**src/rtl/gate_test_pkg.sv**
```systemverilog
// Shared definitions for the gate test sequencer.
// Contents:
//   FUNC_* codes   - 3-bit gate function selector values
//   TRUTH_TABLE    - expected output per function, bit index = {a,b}
//   state_t        - sequencer FSM state encoding
package gate_test_pkg;

    localparam logic [2:0] FUNC_NOR   = 3'd0;
    localparam logic [2:0] FUNC_NAND  = 3'd1;
    localparam logic [2:0] FUNC_AND   = 3'd2;
    localparam logic [2:0] FUNC_OR    = 3'd3;
    localparam logic [2:0] FUNC_XOR   = 3'd4;
    localparam logic [2:0] FUNC_XNOR  = 3'd5;
    localparam logic [2:0] FUNC_NOT_A = 3'd6;
    localparam logic [2:0] FUNC_BUF_A = 3'd7;

    // Indexed by function code; bit 0 is vector {a,b}=00.
    localparam logic [3:0] TRUTH_TABLE [8] = '{
        4'b0001,    // NOR
        4'b0111,    // NAND
        4'b1000,    // AND
        4'b1110,    // OR
        4'b0110,    // XOR
        4'b1001,    // XNOR
        4'b0011,    // NOT_A
        4'b1100     // BUF_A
    };

    typedef enum logic [1:0] {
        ST_IDLE   = 2'd0,
        ST_DRIVE  = 2'd1,
        ST_REPORT = 2'd2
    } state_t;

endpackage

```
**src/rtl/sync2.sv**
```systemverilog
// Two-flop synchronizer for a single asynchronous bit.
// Ports:
//   clk   - destination clock
//   rst_n - asynchronous active-low reset, clears both flops
//   d     - asynchronous input
//   q     - synchronized output (two clk cycles of latency)
module sync2 (
    input  logic clk,
    input  logic rst_n,
    input  logic d,
    output logic q
);

    logic meta;

    always_ff @(posedge clk or negedge rst_n) begin
        if (!rst_n) begin
            meta <= 1'b0;
            q    <= 1'b0;
        end else begin
            meta <= d;
            q    <= meta;
        end
    end

endmodule

```
**src/rtl/gate_test_sequencer.sv**
```systemverilog
// Drives the four input vectors of a two-input gate under test, samples its
// output once per vector and reports mismatches against the expected function.
// Ports:
//   clk, rst_n     - clock and asynchronous active-low reset
//   start          - request a run (honoured only in IDLE)
//   func           - expected gate function code, latched at start
//   hold           - cycles per vector (0 behaves as 1), latched at start
//   settle         - sample offset within a vector, latched at start
//   a, b           - stimulus to the gate under test
//   y              - gate output, asynchronous to clk
//   busy, done     - run in progress / one-cycle end-of-run pulse
//   pass, err_cnt, fail_vec - result of the last completed run
//
// state     | meaning
// ----------+-----------------------------------------------------------
// ST_IDLE   | a=b=0, results held, waiting for start
// ST_DRIVE  | applying vector vec for H cycles, sampling y at count S
// ST_REPORT | single cycle: done high, busy drops on the next edge
module gate_test_sequencer
    import gate_test_pkg::*;
#(
    parameter int HOLD_W = 8
) (
    input  logic              clk,
    input  logic              rst_n,
    input  logic              start,
    input  logic [2:0]        func,
    input  logic [HOLD_W-1:0] hold,
    input  logic [HOLD_W-1:0] settle,
    output logic              a,
    output logic              b,
    input  logic              y,
    output logic              busy,
    output logic              done,
    output logic              pass,
    output logic [2:0]        err_cnt,
    output logic [3:0]        fail_vec
);

    state_t            state;
    logic [2:0]        func_q;
    logic [HOLD_W-1:0] hold_last;   // H-1, terminal count of the hold counter
    logic [HOLD_W-1:0] sample_pt;   // S = min(settle, H-1)
    logic [HOLD_W-1:0] hold_cnt;
    logic [1:0]        vec;
    logic              y_sync;

    logic [HOLD_W-1:0] hold_eff_m1;
    logic [HOLD_W-1:0] settle_eff;
    logic              sample_now;
    logic              mismatch;
    logic              vec_end;
    logic [2:0]        err_next;
    logic [3:0]        fail_next;

    sync2 u_sync2 (
        .clk   (clk),
        .rst_n (rst_n),
        .d     (y),
        .q     (y_sync)
    );

    always_comb begin
        hold_eff_m1 = (hold == '0) ? '0 : hold - HOLD_W'(1);
        settle_eff  = (settle > hold_eff_m1) ? hold_eff_m1 : settle;

        sample_now = (state == ST_DRIVE) && (hold_cnt == sample_pt);
        mismatch   = sample_now && (y_sync != TRUTH_TABLE[func_q][vec]);
        vec_end    = (hold_cnt == hold_last);

        err_next  = err_cnt;
        fail_next = fail_vec;
        if (mismatch) begin
            if (err_cnt != 3'd4) begin
                err_next = err_cnt + 3'd1;
            end
            fail_next = fail_vec | (4'b0001 << vec);
        end
    end

    always_ff @(posedge clk or negedge rst_n) begin
        if (!rst_n) begin
            state     <= ST_IDLE;
            func_q    <= '0;
            hold_last <= '0;
            sample_pt <= '0;
            hold_cnt  <= '0;
            vec       <= '0;
            a         <= 1'b0;
            b         <= 1'b0;
            busy      <= 1'b0;
            done      <= 1'b0;
            pass      <= 1'b0;
            err_cnt   <= '0;
            fail_vec  <= '0;
        end else begin
            done <= 1'b0;
            case (state)
                ST_IDLE: begin
                    if (start) begin
                        state     <= ST_DRIVE;
                        func_q    <= func;
                        hold_last <= hold_eff_m1;
                        sample_pt <= settle_eff;
                        hold_cnt  <= '0;
                        vec       <= 2'd0;
                        a         <= 1'b0;
                        b         <= 1'b0;
                        busy      <= 1'b1;
                        pass      <= 1'b0;
                        err_cnt   <= '0;
                        fail_vec  <= '0;
                    end
                end
                ST_DRIVE: begin
                    err_cnt  <= err_next;
                    fail_vec <= fail_next;
                    if (vec_end) begin
                        hold_cnt <= '0;
                        if (vec == 2'd3) begin
                            // Last sample may land on this same edge, so the
                            // verdict uses the updated count.
                            state <= ST_REPORT;
                            done  <= 1'b1;
                            pass  <= (err_next == 3'd0);
                            a     <= 1'b0;
                            b     <= 1'b0;
                        end else begin
                            vec    <= vec + 2'd1;
                            {a, b} <= vec + 2'd1;
                        end
                    end else begin
                        hold_cnt <= hold_cnt + HOLD_W'(1);
                    end
                end
                ST_REPORT: begin
                    busy  <= 1'b0;
                    state <= ST_IDLE;
                end
                default: begin
                    state <= ST_IDLE;
                end
            endcase
        end
    end

endmodule
```
**config.mk**
```make
export PLATFORM = sky130hd
export DESIGN_NAME = gate_test_sequencer
export DESIGN_NICKNAME = d
export VERILOG_FILES = /design/src/rtl/gate_test_pkg.sv /design/src/rtl/sync2.sv /design/src/rtl/gate_test_sequencer.sv
export SDC_FILE = /design/constraint.sdc
export NUM_CORES = 1
export LEC_CHECK = 0
export BUFFER_PORTS_ARGS = -buffer_cell sky130_fd_sc_hd__buf_2
export CORE_ASPECT_RATIO = 1.4
export CORE_UTILIZATION = 55
export DETAILED_ROUTE_END_ITERATION = 12
export PLACE_DENSITY = 0.77
export SKIP_LAST_GASP = 1
export SLEW_MARGIN = 20
export SYNTH_ARGS = -nofsm -noshare
export SYNTH_HDL_FRONTEND = slang
export SYNTH_HIERARCHICAL = 1
export SYNTH_SLANG_ARGS = --single-unit
```
**constraint.sdc**
```tcl
create_clock -name clk -period 2.28 [get_ports clk]
set_input_delay 0.456 -clock clk [delete_from_list [all_inputs] [get_ports clk]]
set_output_delay 0.456 -clock clk [all_outputs]
set_load 0.02 [all_outputs]
```
# Word level (Yosys, flattened, before mapping)
# Memory sizes are Yosys's and may differ from the RTL's.
# Cells that the tools add are included.
[totals]
elab_cells = 92
n_memories = 1
out_inout_bits = 12
romBits = 32
regBits = 45
[memory_table]
columns = ["memory", "depth", "width", "read_ports", "rd_clocked_by_memory_dff", "wr", "line", "text"]
rows = [
  ["(no name shown)", 8, 4, 1, 0, 0, "gate_test_sequencer.sv:68", "mismatch = sample_now && (y_sync != TRUTH_TABLE[func_q][vec]);"],
]
[op_classes]
n_addsub = 4
bitwise = 2
mux = 39
n_reduce_logical = 15
n_eq_ne = 12
shift = 1
order_cmp = 3
[op_table]
columns = ["cell", "n"]
rows = [
  ["2-to-1 mux 8 bit", 4],
  ["== test 8 bit", 2],
  ["2-to-1 mux 4 bit", 4],
  ["one-hot mux 8 bit (2 select lines)", 1],
  ["2-to-1 mux 1 bit", 12],
  ["2-to-1 mux 2 bit", 6],
  ["2-to-1 mux 3 bit", 3],
  ["AND reduction 3 bit", 3],
  ["adder 8 x 1 -> 8 bit, second input constant", 1],
  ["greater-than comparator 8 bit", 1],
  ["logical NOT 8 bit", 1],
  ["!= test 2 bit, second input constant", 4],
  ["one-hot mux 1 bit (2 select lines)", 4],
  ["one-hot mux 2 bit (2 select lines)", 2],
  ["one-hot mux 4 bit (2 select lines)", 1],
  ["AND reduction 4 bit", 2],
  ["subtractor 8 x 1 -> 8 bit, second input constant", 1],
  ["one-hot mux 3 bit (2 select lines)", 1],
  ["AND reduction 2 bit", 3],
  ["== test 2 bit, second input constant", 2],
  ["greater-or-equal comparator 4 bit, second input constant", 1],
  ["inverter 3 -> 4 bit", 1],
  ["OR 4 bit", 1],
  ["nonzero test 2 bit", 2],
  ["other kinds (12)", 13],
]

# Longest topological paths before layout
# Gate-level depths: netlist of run 1.
[logic_depth]
ltp_word = 13
depth_mapped = 16

# Hierarchy
# Netlist of run 1, hierarchy kept.
[by_module_without_submodules]
columns = ["mod", "n_inst", "cells_each", "area_each_um2", "seq_area_each_um2"]
rows = [
  ["gate_test_sequencer", 1, 277, 2606.2, 1076.0],
  ["sync2", 1, 2, 50.0, 50.0],
]

# Worst setup path before layout of run 1
# No wires, ideal clock.
[synth_timing]
path_type = "input -> register"
start = "in hold[0]"
end = "reg sample_pt[2]"
arrival_time_ns = 2.860
path_buffers = 1
slack_ns = -0.706
path_stages = 15
path_cell_list = "inv_1 > ha_1 > nand2_1 > or2_2 > nor4_4 > nor2_1 > inv_1 > ha_1 > nor2b_1 > o21a_1 > o21ai_0 > a21oi_1 > o22a_1 > buf_2 > a221o_1"
[synth_via]
elab_chain_len = 4
word_cells_on_any_way = 5
[synth_rtl]
columns = ["element", "line", "text"]
rows = [
  ["start, declared", "gate_test_sequencer.sv:28", "input logic [HOLD_W-1:0] hold,"],
  ["subtractor 8 x 1 -> 8 bit or logical NOT 8 bit (tied branches)", "gate_test_sequencer.sv:64", "hold_eff_m1 = (hold == '0) ? '0 : hold - HOLD_W'(1);"],
  ["2-to-1 mux 8 bit *", "gate_test_sequencer.sv:64", ""],
  ["greater-than comparator 8 bit", "gate_test_sequencer.sv:65", "settle_eff = (settle > hold_eff_m1) ? hold_eff_m1 : settle;"],
  ["2-to-1 mux 8 bit *", "gate_test_sequencer.sv:65", ""],
  ["end signal, assigned", "gate_test_sequencer.sv:104", "sample_pt <= settle_eff;"],
  ["end, declared", "gate_test_sequencer.sv:43", "logic [HOLD_W-1:0] sample_pt;"],
]
# Every way passes the cells marked *; elsewhere a longest branch is shown, timed or not.
# A chain may end at the register's enable or synchronous reset.

# Worst setup path after layout of run 1
[layout_timing]
start = "in hold[0]"
end = "reg sample_pt[4]"
# Same word-level chain as after synthesis.

==> impl_metrics.env, run 1 <==
export IMPL_grt_overflow_total=0
export IMPL_hpwlAfterDp_um=4280
export IMPL_synth_cells=279
export IMPL_holdBufCountCts=0
export IMPL_detail_route_first_pass_iterations=4
export IMPL_initial_core_util_pct=58.1
export IMPL_htree_levels=2
export IMPL_viasPerCell=5.45
export IMPL_io_pins=35
export IMPL_area_delta_synth_final_pct=23.2
export IMPL_arrival_ns=2.77
export IMPL_path_max_fanout=7
export IMPL_rrSetupSlack_ns=0.18
export IMPL_start_kind="input port"
export IMPL_grt_pass1_vias=2247
export IMPL_finalSetupTns_ns=-2.27
export IMPL_grt_usage_pct=25.2
export IMPL_avgSynthCellArea_um2=9.52
export IMPL_cp_end_kind="flop"
export IMPL_maxSlewViolCount=0
export IMPL_ys_ff_latch=45
export IMPL_synthTopCellsByCount="45 x dfrtp_1, 37 x nand2_1, 36 x nor2_1"
export IMPL_cts_buffers=5
export IMPL_p_leak_nw=1.62
export IMPL_multi_input_area_mm2=0.00150
export IMPL_design_die_area_mm2=0.00512
export IMPL_die_w_um=60.7
export IMPL_violations="setup timing"
export IMPL_antenna_found_initial=0
export IMPL_hold_class="input port to asynchronous set/reset pin"
export IMPL_core_area_mm2=0.00457
export IMPL_maxCapViolCount=0
export IMPL_fillers=356
export IMPL_drive_gt1_share_pct=28.4
export IMPL_seq_area_mm2=0.00113
export IMPL_clk_latency_ns=0.30
export IMPL_wl_per_cell_um=14.3
export IMPL_finalNonFillerCells=403
export IMPL_async_flop_share_pct=100
export IMPL_synth_edf_count=0
export IMPL_grt_pass1_wl_um=9760
export IMPL_place_gp_congestion=0.884
export IMPL_tightest_slew_ns=0.561
export IMPL_antenna_cells=0
export IMPL_crit_type="input port to flop"
export IMPL_syn_area_mm2=0.00266
export IMPL_period_share_pct=113
export IMPL_cts_tree="built"
export IMPL_dp_cells=389
export IMPL_nets=380
export IMPL_synth_warnings=6
export IMPL_drc=0
export IMPL_ant_nets=0
export IMPL_vias=2198
export IMPL_io_buffer_count=34
export IMPL_fin_crit_ns=2.58
export IMPL_yosys_top_cells_area="dfrtp_1 42%, ha_1 7.5%, nand2_1 5.2%, nor2_1 5.1%, xor2_1 4.0%"
export IMPL_die_h_um=84.2
export IMPL_fmax_mhz=387
export IMPL_yosysMostFrequentCell="dfrtp_1"
export IMPL_routed_wl_um=5750
export IMPL_ys_seq_area_share_pct=42.4
export IMPL_hold_worst_slack_ns=0.222
export IMPL_cts_buffer_depth=2
export IMPL_synth_top_cell_area_share_pct=42.4
export IMPL_drt_iter0_drc=47
export IMPL_pre_cts_ws_ns=-0.947
export IMPL_peakVddDrop_mv=0.468
export IMPL_rows=29
export IMPL_yosys_area_top_type="dfrtp_1"
export IMPL_path_clk_slew_ns=0.08
export IMPL_finalHoldViolCount=0
export IMPL_setup_viol=8
export IMPL_synth_distinct_cells=43
export IMPL_synth_nets=318
export IMPL_yosys_most_used_dff="dfrtp_1"
export IMPL_r2r_end="pass"
export IMPL_clockRootBuffer="clkbuf_8"
export IMPL_rsz0062_at_grt="true"
export IMPL_status="finished, violations left"
export IMPL_reg2reg_from="vec[0]"
export IMPL_cts_sinks=45
export IMPL_r2r_cells=7
export IMPL_p_per_area_mw_per_mm2=1040
export IMPL_max_slew_margin_pct=62.5
export IMPL_setup_ws_ns=-0.302
export IMPL_cp_required_ns=2.46
export IMPL_grt_max_degree=46
export IMPL_clock_skew_ns=0.00525
[layout by cell type, fill, tap and decap left out, drive strengths merged, types with 3 or more instances in the layout]
| master | count |
|---|---|
| a21o | 8 |
| a21oi | 8 |
| a221o | 6 |
| a31oi | 4 |
| buf | 64 |
| clkbuf | 7 |
| dfrtp | 45 |
| ha | 16 |
| inv | 12 |
| mux2i | 5 |
| nand2 | 37 |
| nand2b | 5 |
| nand3 | 9 |
| nand4 | 3 |
| nor2 | 36 |
| nor2b | 4 |
| nor4 | 5 |
| o211ai | 3 |
| o21ai | 16 |
| or2 | 3 |
| xnor2 | 11 |
| xor2 | 12 |
[per-layer routing]
layer / global-route usage, % / vias to the layer above / part of all wire (%)
li1: - / 1093 / -
met1: 27.6 / 1049 / 39
met2: 46.0 / 45 / 56
met3: 4.01 / 11 / 2.3
met4: 10.7 / 0 / 2.3
met5: 0 / - / 0
[flip-flops by register name, summed over array words and instances, names as in the netlist]
signal,flops
a,1
b,1
busy,1
done,1
err_cnt,3
fail_vec,4
func_q,3
hold_cnt,8
hold_last,8
pass,1
sample_pt,8
state,2
u_sync2/meta,1
u_sync2/q,1
vec,2
[through the flow]
stage | cell area, um^2 | utilization [%] | power, mW
after floorplan | 2700 | - | 2.50
after global placement | 3070 | 67.1 | 2.82
after detailed placement | 3070 | 67.1 | 2.89
after CTS | 3220 | 70.4 | 3.40
after global routing | 3270 | 71.6 | 3.67
final | 3270 | 71.6 | 3.41
[repair_timing]
item	CTS	global route
endpoints found under the setup margin	8	10
pin swaps	15	1
cloned	1	0
setup buffers	3	3
resized for setup	9	7
[final cells by class]
class / instances / area share, %
multi-input combinational: 213 / 46.0
sequential: 45 / 34.4
timing repair buffer: 64 / 12.7
clock buffer: 7 / 2.64
tap: 62 / 2.37
inverter: 12 / 1.91
[report_power, final]
group / internal, mW / switching, mW
combinational: 0.698 / 0.773
clock: 0.241 / 0.255
sequential: 1.11 / 0.330
total: 2.05 / 1.36
[worst max-delay path by stage]
stage / start / to / slack, ns / depth (start not counted)
4_1_cts: hold[0] / sample_pt[4] / -0.29 / 15
3_5_place_dp: hold[1] / sample_pt[4] / -0.95 / 15
3_3_place_gp: hold[1] / sample_pt[6] / -0.86 / 15
2_1_floorplan: hold[1] / sample_pt[2] / -0.65 / 15
5_1_grt: hold[0] / sample_pt[1] / -0.43 / 16
6_report: hold[0] / sample_pt[4] / -0.30 / 15
[cell families (layout without fill, tap and decap cells)]
group	after synthesis	after routing	synth area share, %
adder cells (fa/ha/maj)	16	16	7.54
AO/OA/AOI/OAI	59	60	15.9
XOR/XNOR	23	23	7.87
AND/OR/NAND/NOR	108	108	20.0
multiplexers	6	6	2.45
flip-flops	45	45	42.4
buffers and inverters	22	83	3.86
[worst max-delay path, stage by stage]
cell	delay [ns]
buf_8	0.10
inv_6	0.05
ha_4	0.13
nand2_2	0.05
or2_4	0.25
nor4_4	0.17
nor2_1	0.09
inv_1	0.13
ha_4	0.22
nor2b_1	0.12
o21a_1	0.17
o21ai_1	0.13
a21oi_1	0.10
o22a_2	0.25
a221o_1	0.34
Note: power is estimated with default switching activity, not from simulation.
==> run 2, diff against run 1 <==
--- a/config.mk
+++ b/config.mk
@@ -6,10 +6,12 @@
 export NUM_CORES = 1
 export LEC_CHECK = 0
 export BUFFER_PORTS_ARGS = -buffer_cell sky130_fd_sc_hd__buf_2
+export CELL_PAD_IN_SITES_DETAIL_PLACEMENT = 1
+export CELL_PAD_IN_SITES_GLOBAL_PLACEMENT = 2
 export CORE_ASPECT_RATIO = 1.4
-export CORE_UTILIZATION = 55
+export CORE_UTILIZATION = 36
 export DETAILED_ROUTE_END_ITERATION = 12
-export PLACE_DENSITY = 0.77
+export PLACE_DENSITY_LB_ADDON = 0.1
 export SKIP_LAST_GASP = 1
 export SLEW_MARGIN = 20
 export SYNTH_ARGS = -nofsm -noshare
==> run 2 against run 1 <==
The run still ends with setup timing left. Total power is 7.0% higher. Global-route usage is 5.0 points lower. Non-clock buffer count up 35. Sequential share of layout area is 3.3 points lower. Clock-buffer cell count unchanged. Worst hold slack better by 0.0097 ns. Sequential power hardly changed. Setup slack lost 0.30 ns. Clock power increased by 10%. Clock skew increased by 0.0056 ns. Core utilization down 20 points. Design area increased by 11%. Highest routed layer unchanged.
==> impl_metrics.env, run 2 (synthesized netlist as in run 1, its figures left out) <==
export IMPL_nets=414
export IMPL_rows=36
export IMPL_area_delta_synth_final_pct=36.2
export IMPL_setup_ws_ns=-0.598
export IMPL_cp_required_ns=2.45
export IMPL_fin_crit_ns=2.88
export IMPL_core_area_mm2=0.00703
export IMPL_initial_core_util_pct=37.8
export IMPL_cp_end_kind="flop"
export IMPL_post_dp_cell_area_mm2=0.00321
export IMPL_period_share_pct=126
export IMPL_reg_top3="hold_cnt (8), hold_last (8), sample_pt (8)"
export IMPL_clock_skew_ns=0.0109
export IMPL_crit_buf_inv=4
export IMPL_rsz0062_at_grt="true"
export IMPL_use_met2_pct=39.6
export IMPL_place_gp_congestion=0.795
export IMPL_grtUsageMet1_pct=21.3
export IMPL_detail_route_first_pass_iterations=4
export IMPL_start_kind="input port"
export IMPL_drt_iter0_drc=74
export IMPL_p_per_area_mw_per_mm2=1010
export IMPL_r2r_cells=7
export IMPL_path_clk_slew_ns=0.08
export IMPL_maxSlewViolCount=0
export IMPL_fmax_mhz=347
export IMPL_grt_max_degree=46
export IMPL_path_delay_family="simple AND/OR/NAND/NOR gates"
export IMPL_clk_latency_ns=0.30
export IMPL_crit_type="input port to flop"
export IMPL_grt_usage_pct=20.2
export IMPL_io_buffer_count=34
export IMPL_critPathMaxStageDelay_ns=0.34
export IMPL_p_leak_nw=1.81
export IMPL_cts_tree="built"
export IMPL_grt_pass1_wl_um=12000
export IMPL_path_max_fanout=7
export IMPL_violations="setup timing"
export IMPL_fin_area_mm2=0.00362
export IMPL_setup_viol=9
export IMPL_hpwlAfterDp_um=5070
export IMPL_peakVddDrop_mv=0.315
export IMPL_finalHoldViolCount=0
export IMPL_grt_overflow_total=0
export IMPL_io_pins=35
export IMPL_hold_worst_slack_ns=0.232
export IMPL_arrival_ns=3.05
export IMPL_clockRootBuffer="clkbuf_8"
export IMPL_cts_sinks=45
export IMPL_grt_busiest_layer="met2"
export IMPL_grt_use_met3_pct=3.02
export IMPL_viasPerCell=5.04
export IMPL_antenna_found_initial=0
export IMPL_layout_commonest_cell="buf_4"
export IMPL_critPathSlowestCell="nor4_4"
export IMPL_dp_cells=434
export IMPL_finalSetupTns_ns=-4.80
export IMPL_reg2reg_from="hold_cnt[5]"
export IMPL_htree_levels=2
export IMPL_design_die_area_mm2=0.00773
export IMPL_path_cells="buf_12 > inv_12 > ha_4 > nand2_2 > or2_4 > nor4_4 > nor2_2 > inv_2 > ha_4 > nor2b_4 > o21a_1 > o21ai_1 > a21oi_1 > o22a_2 > clkbuf_16 > mux2i_2 > o21ai_1"
export IMPL_status="finished, violations left"
export IMPL_maxCapViolCount=0
export IMPL_die_w_um=74.6
export IMPL_rrSetupSlack_ns=0.22
export IMPL_wl_per_cell_um=15.9
export IMPL_hold_class="input port to asynchronous set/reset pin"
export IMPL_ant_nets=0
export IMPL_layout_common_cells="63 x buf_4, 45 x dfrtp_1, 36 x nand2_1"
export IMPL_antenna_cells=0
export IMPL_grt_pass1_vias=2549
export IMPL_cts_buffer_depth=2
export IMPL_drc=0
export IMPL_routed_wl_um=7510
export IMPL_vias=2373
export IMPL_max_slew_margin_pct=59.5
export IMPL_r2r_end="b"
export IMPL_tightest_slew_ns=0.606
export IMPL_finalNonFillerCells=471
export IMPL_die_h_um=104
export IMPL_cts_buffers=5
export IMPL_drive_gt1_share_pct=35.6
## run 2: cell count changes in the layout (fill, tap and decap cells not counted), moves of 2 or more
cell    previous run  this run
nor4_2             2         0
nor4_1             1         3
buf_4             30        63
buf_12             0         2
## run 2: worst max path at each step
stage | startpoint | endpoint | slack [ns] | cells after the start
global route | hold[1] | sample_pt[1] | -0.71 | 17
detailed placement | hold[1] | sample_pt[6] | -0.99 | 16
global placement | hold[1] | sample_pt[4] | -0.89 | 16
floorplan | hold[1] | sample_pt[2] | -0.65 | 15
finish | hold[1] | sample_pt[1] | -0.60 | 17
CTS | hold[0] | sample_pt[3] | -0.46 | 16
## run 2: what timing repair did
action                                  CTS  global route
endpoints found under the setup margin    8             9
cloned                                    1             0
hold buffers                              0             0
setup buffers                            27             2
gates resized for setup                   8            12
pin swaps                                15            15
## run 2: area by class of cell
class,instances,area (um^2)
fill,835,3410
multi-input combinational,212,1500
sequential,45,1130
timing repair buffer,99,713
tap,95,119
clock buffer,7,96.3
inverter,12,62.6
clock inverter,1,5.00
## run 2: through the flow
| step | util, % | setup slack [ns] | power (mW) |
|---|---|---|---|
| detailed placement | 45.7 | -0.994 | 3.03 |
| finish | 51.5 | -0.598 | 3.65 |
| floorplan | - | -0.654 | 2.50 |
| global route | 51.5 | -0.708 | 3.94 |
| global placement | 45.7 | -0.893 | 2.97 |
| CTS | 50.6 | -0.456 | 3.66 |
## run 2: routing by layer
metal / share of wire [%] / routed length, um / vias up
met5: 0 / 0 / -
met4: 1.1 / 80 / 0
met3: 2.4 / 181 / 7
met2: 59 / 4420 / 36
met1: 38 / 2830 / 1167
li1: - / - / 1163
## run 2: report_power, final
| part | leakage, nW | switching [mW] | internal [mW] |
|---|---|---|---|
| Sequential | 0.565 | 0.321 | 1.11 |
| Combinational | 1.19 | 0.846 | 0.822 |
| Clock | 0.0542 | 0.271 | 0.274 |
==> run 3, diff against run 2 <==
==> constraint.sdc (replaced) <==
create_clock -name clk -period 3.2 [get_ports clk]
set_input_delay 0.64 -clock clk [delete_from_list [all_inputs] [get_ports clk]]
set_output_delay 0.64 -clock clk [all_outputs]
set_load 0.02 [all_outputs]
==> run 3 against run 2 <==
The flow now finishes without violations. Clock skew shrank 0.0059 ns. Via count shrank 9.4%. Worst hold slack gained 0.10 ns. Sequential cell count is the same. Wire length shrank 15%. Critical path type unchanged.
==> impl_metrics.env, run 3 (synthesized netlist as in run 1, its figures left out) <==
export IMPL_status="complete, no violations"
export IMPL_p_leak_nw=1.52
export IMPL_period_share_pct=92.6
export IMPL_fin_crit_ns=2.96
export IMPL_detail_route_first_pass_iterations=3
export IMPL_routed_wl_um=6360
export IMPL_dp_cells=413
export IMPL_crit_type="input port to flop"
export IMPL_cp_required_ns=3.39
export IMPL_area_delta_synth_final_pct=16.3
export IMPL_grt_pass1_wl_um=10800
export IMPL_layout_commonest_cell="dfrtp_1"
export IMPL_io_pins=35
export IMPL_clock_skew_ns=0.00496
export IMPL_arrival_ns=3.15
export IMPL_r2r_cells=7
export IMPL_finalHoldViolCount=0
export IMPL_peakVddDrop_mv=0.257
export IMPL_wl_per_cell_um=15.1
export IMPL_nets=364
export IMPL_cts_buffer_depth=2
export IMPL_max_slew_margin_pct=47.8
export IMPL_ant_nets=0
export IMPL_maxSlewViolCount=0
export IMPL_layout_common_cells="45 x dfrtp_1, 37 x nand2_1, 36 x nor2_1"
export IMPL_rows=36
export IMPL_fmax_mhz=338
export IMPL_clockRootBuffer="clkbuf_8"
export IMPL_htree_levels=2
export IMPL_drt_iter0_drc=51
export IMPL_clk_latency_ns=0.30
export IMPL_finalNonFillerCells=421
export IMPL_antenna_cells=0
export IMPL_setup_viol=0
export IMPL_grt_max_degree=46
export IMPL_reg_top3="hold_cnt (8), hold_last (8), sample_pt (8)"
export IMPL_cts_buffers=5
export IMPL_grt_overflow_total=0
export IMPL_cts_sinks=45
export IMPL_place_gp_congestion=0.806
export IMPL_path_clk_slew_ns=0.08
export IMPL_p_per_area_mw_per_mm2=767
export IMPL_cts_setup_buffers=0
export IMPL_cp_end_kind="flop"
export IMPL_maxCapViolCount=0
export IMPL_hold_class="input port to asynchronous set/reset pin"
export IMPL_core_area_mm2=0.00703
export IMPL_design_die_area_mm2=0.00773
export IMPL_finalSetupTns_ns=0
export IMPL_viasPerCell=5.11
export IMPL_antenna_found_initial=0
export IMPL_holdBufCountCts=0
export IMPL_cts_tree="built"
export IMPL_die_w_um=74.6
export IMPL_vias=2150
export IMPL_io_buffer_count=34
export IMPL_tightest_slew_ns=0.780
export IMPL_initial_core_util_pct=37.8
export IMPL_grt_pass1_vias=2237
export IMPL_drive_gt1_share_pct=21.2
export IMPL_die_h_um=104
export IMPL_path_max_fanout=14
export IMPL_start_kind="input port"
export IMPL_cts_resized=0
export IMPL_rsz0062_at_grt="false"
export IMPL_drc=0
export IMPL_grt_usage_pct=18.5
export IMPL_hpwlAfterDp_um=4990
==> run 3: report_power, final <==
part           leakage [nW]  switching [mW]  internal [mW]
sequential            0.565           0.245          0.792
clock                0.0395           0.186          0.155
combinational         0.920           0.528          0.462
==> run 3: worst max-delay path, cell delays in order <==
cell     delay (ns)
buf_2          0.10
inv_1          0.07
ha_1           0.16
nand2_1        0.06
or2_2          0.32
nor4_4         0.16
nor2_1         0.09
inv_1          0.08
ha_1           0.24
nor2b_1        0.13
o21a_1         0.16
o21ai_0        0.17
a21oi_1        0.09
o22a_2         0.32
a221o_1        0.35
==> run 3: routing by layer <==
metal / global-route usage [%] / part of all wire [%] / vias to the layer above
met5: 0 / 0 / -
met4: 6.47 / 1.8 / 0
met3: 3.60 / 2.3 / 7
met2: 34.0 / 56 / 33
met1: 20.3 / 40 / 1053
li1: - / - / 1057
==> run 3: area by class of cell <==
type | instances | area, um^2
inverters | 12 | 45.0
clock buffers | 8 | 80.1
multi-input cells | 212 | 1430
flip-flops and latches | 45 | 1130
well taps | 95 | 119
repair buffers | 49 | 285
fillers | 872 | 3940
==> run 3: final timing paths <==
path                                   start            to  slack [ns]
worst min register to register  u_sync2/meta     u_sync2/q        0.36
worst min-delay path                   rst_n    err_cnt[0]        0.33
worst max register to register        vec[0]          pass        1.06
worst max-delay path                 hold[0]  sample_pt[4]        0.24
max in group asynchronous              rst_n     func_q[0]        2.48
min in group clk                u_sync2/meta     u_sync2/q        0.36
==> run 3: per-stage QoR <==
step                      total power, mW  area [um^2]  setup WS, ns  util, %  hold slack (ns)
after detailed placement             2.07         3010        -0.199     42.8            0.348
final                                2.37         3090         0.238     44.0            0.333
after global placement               2.03         3010        -0.163     42.8            0.334
after floorplan                      1.77         2660        0.0296        -            0.331
after CTS                            2.41         3090         0.123     43.9            0.368
after global routing                 2.60         3090       0.00614     44.0            0.367
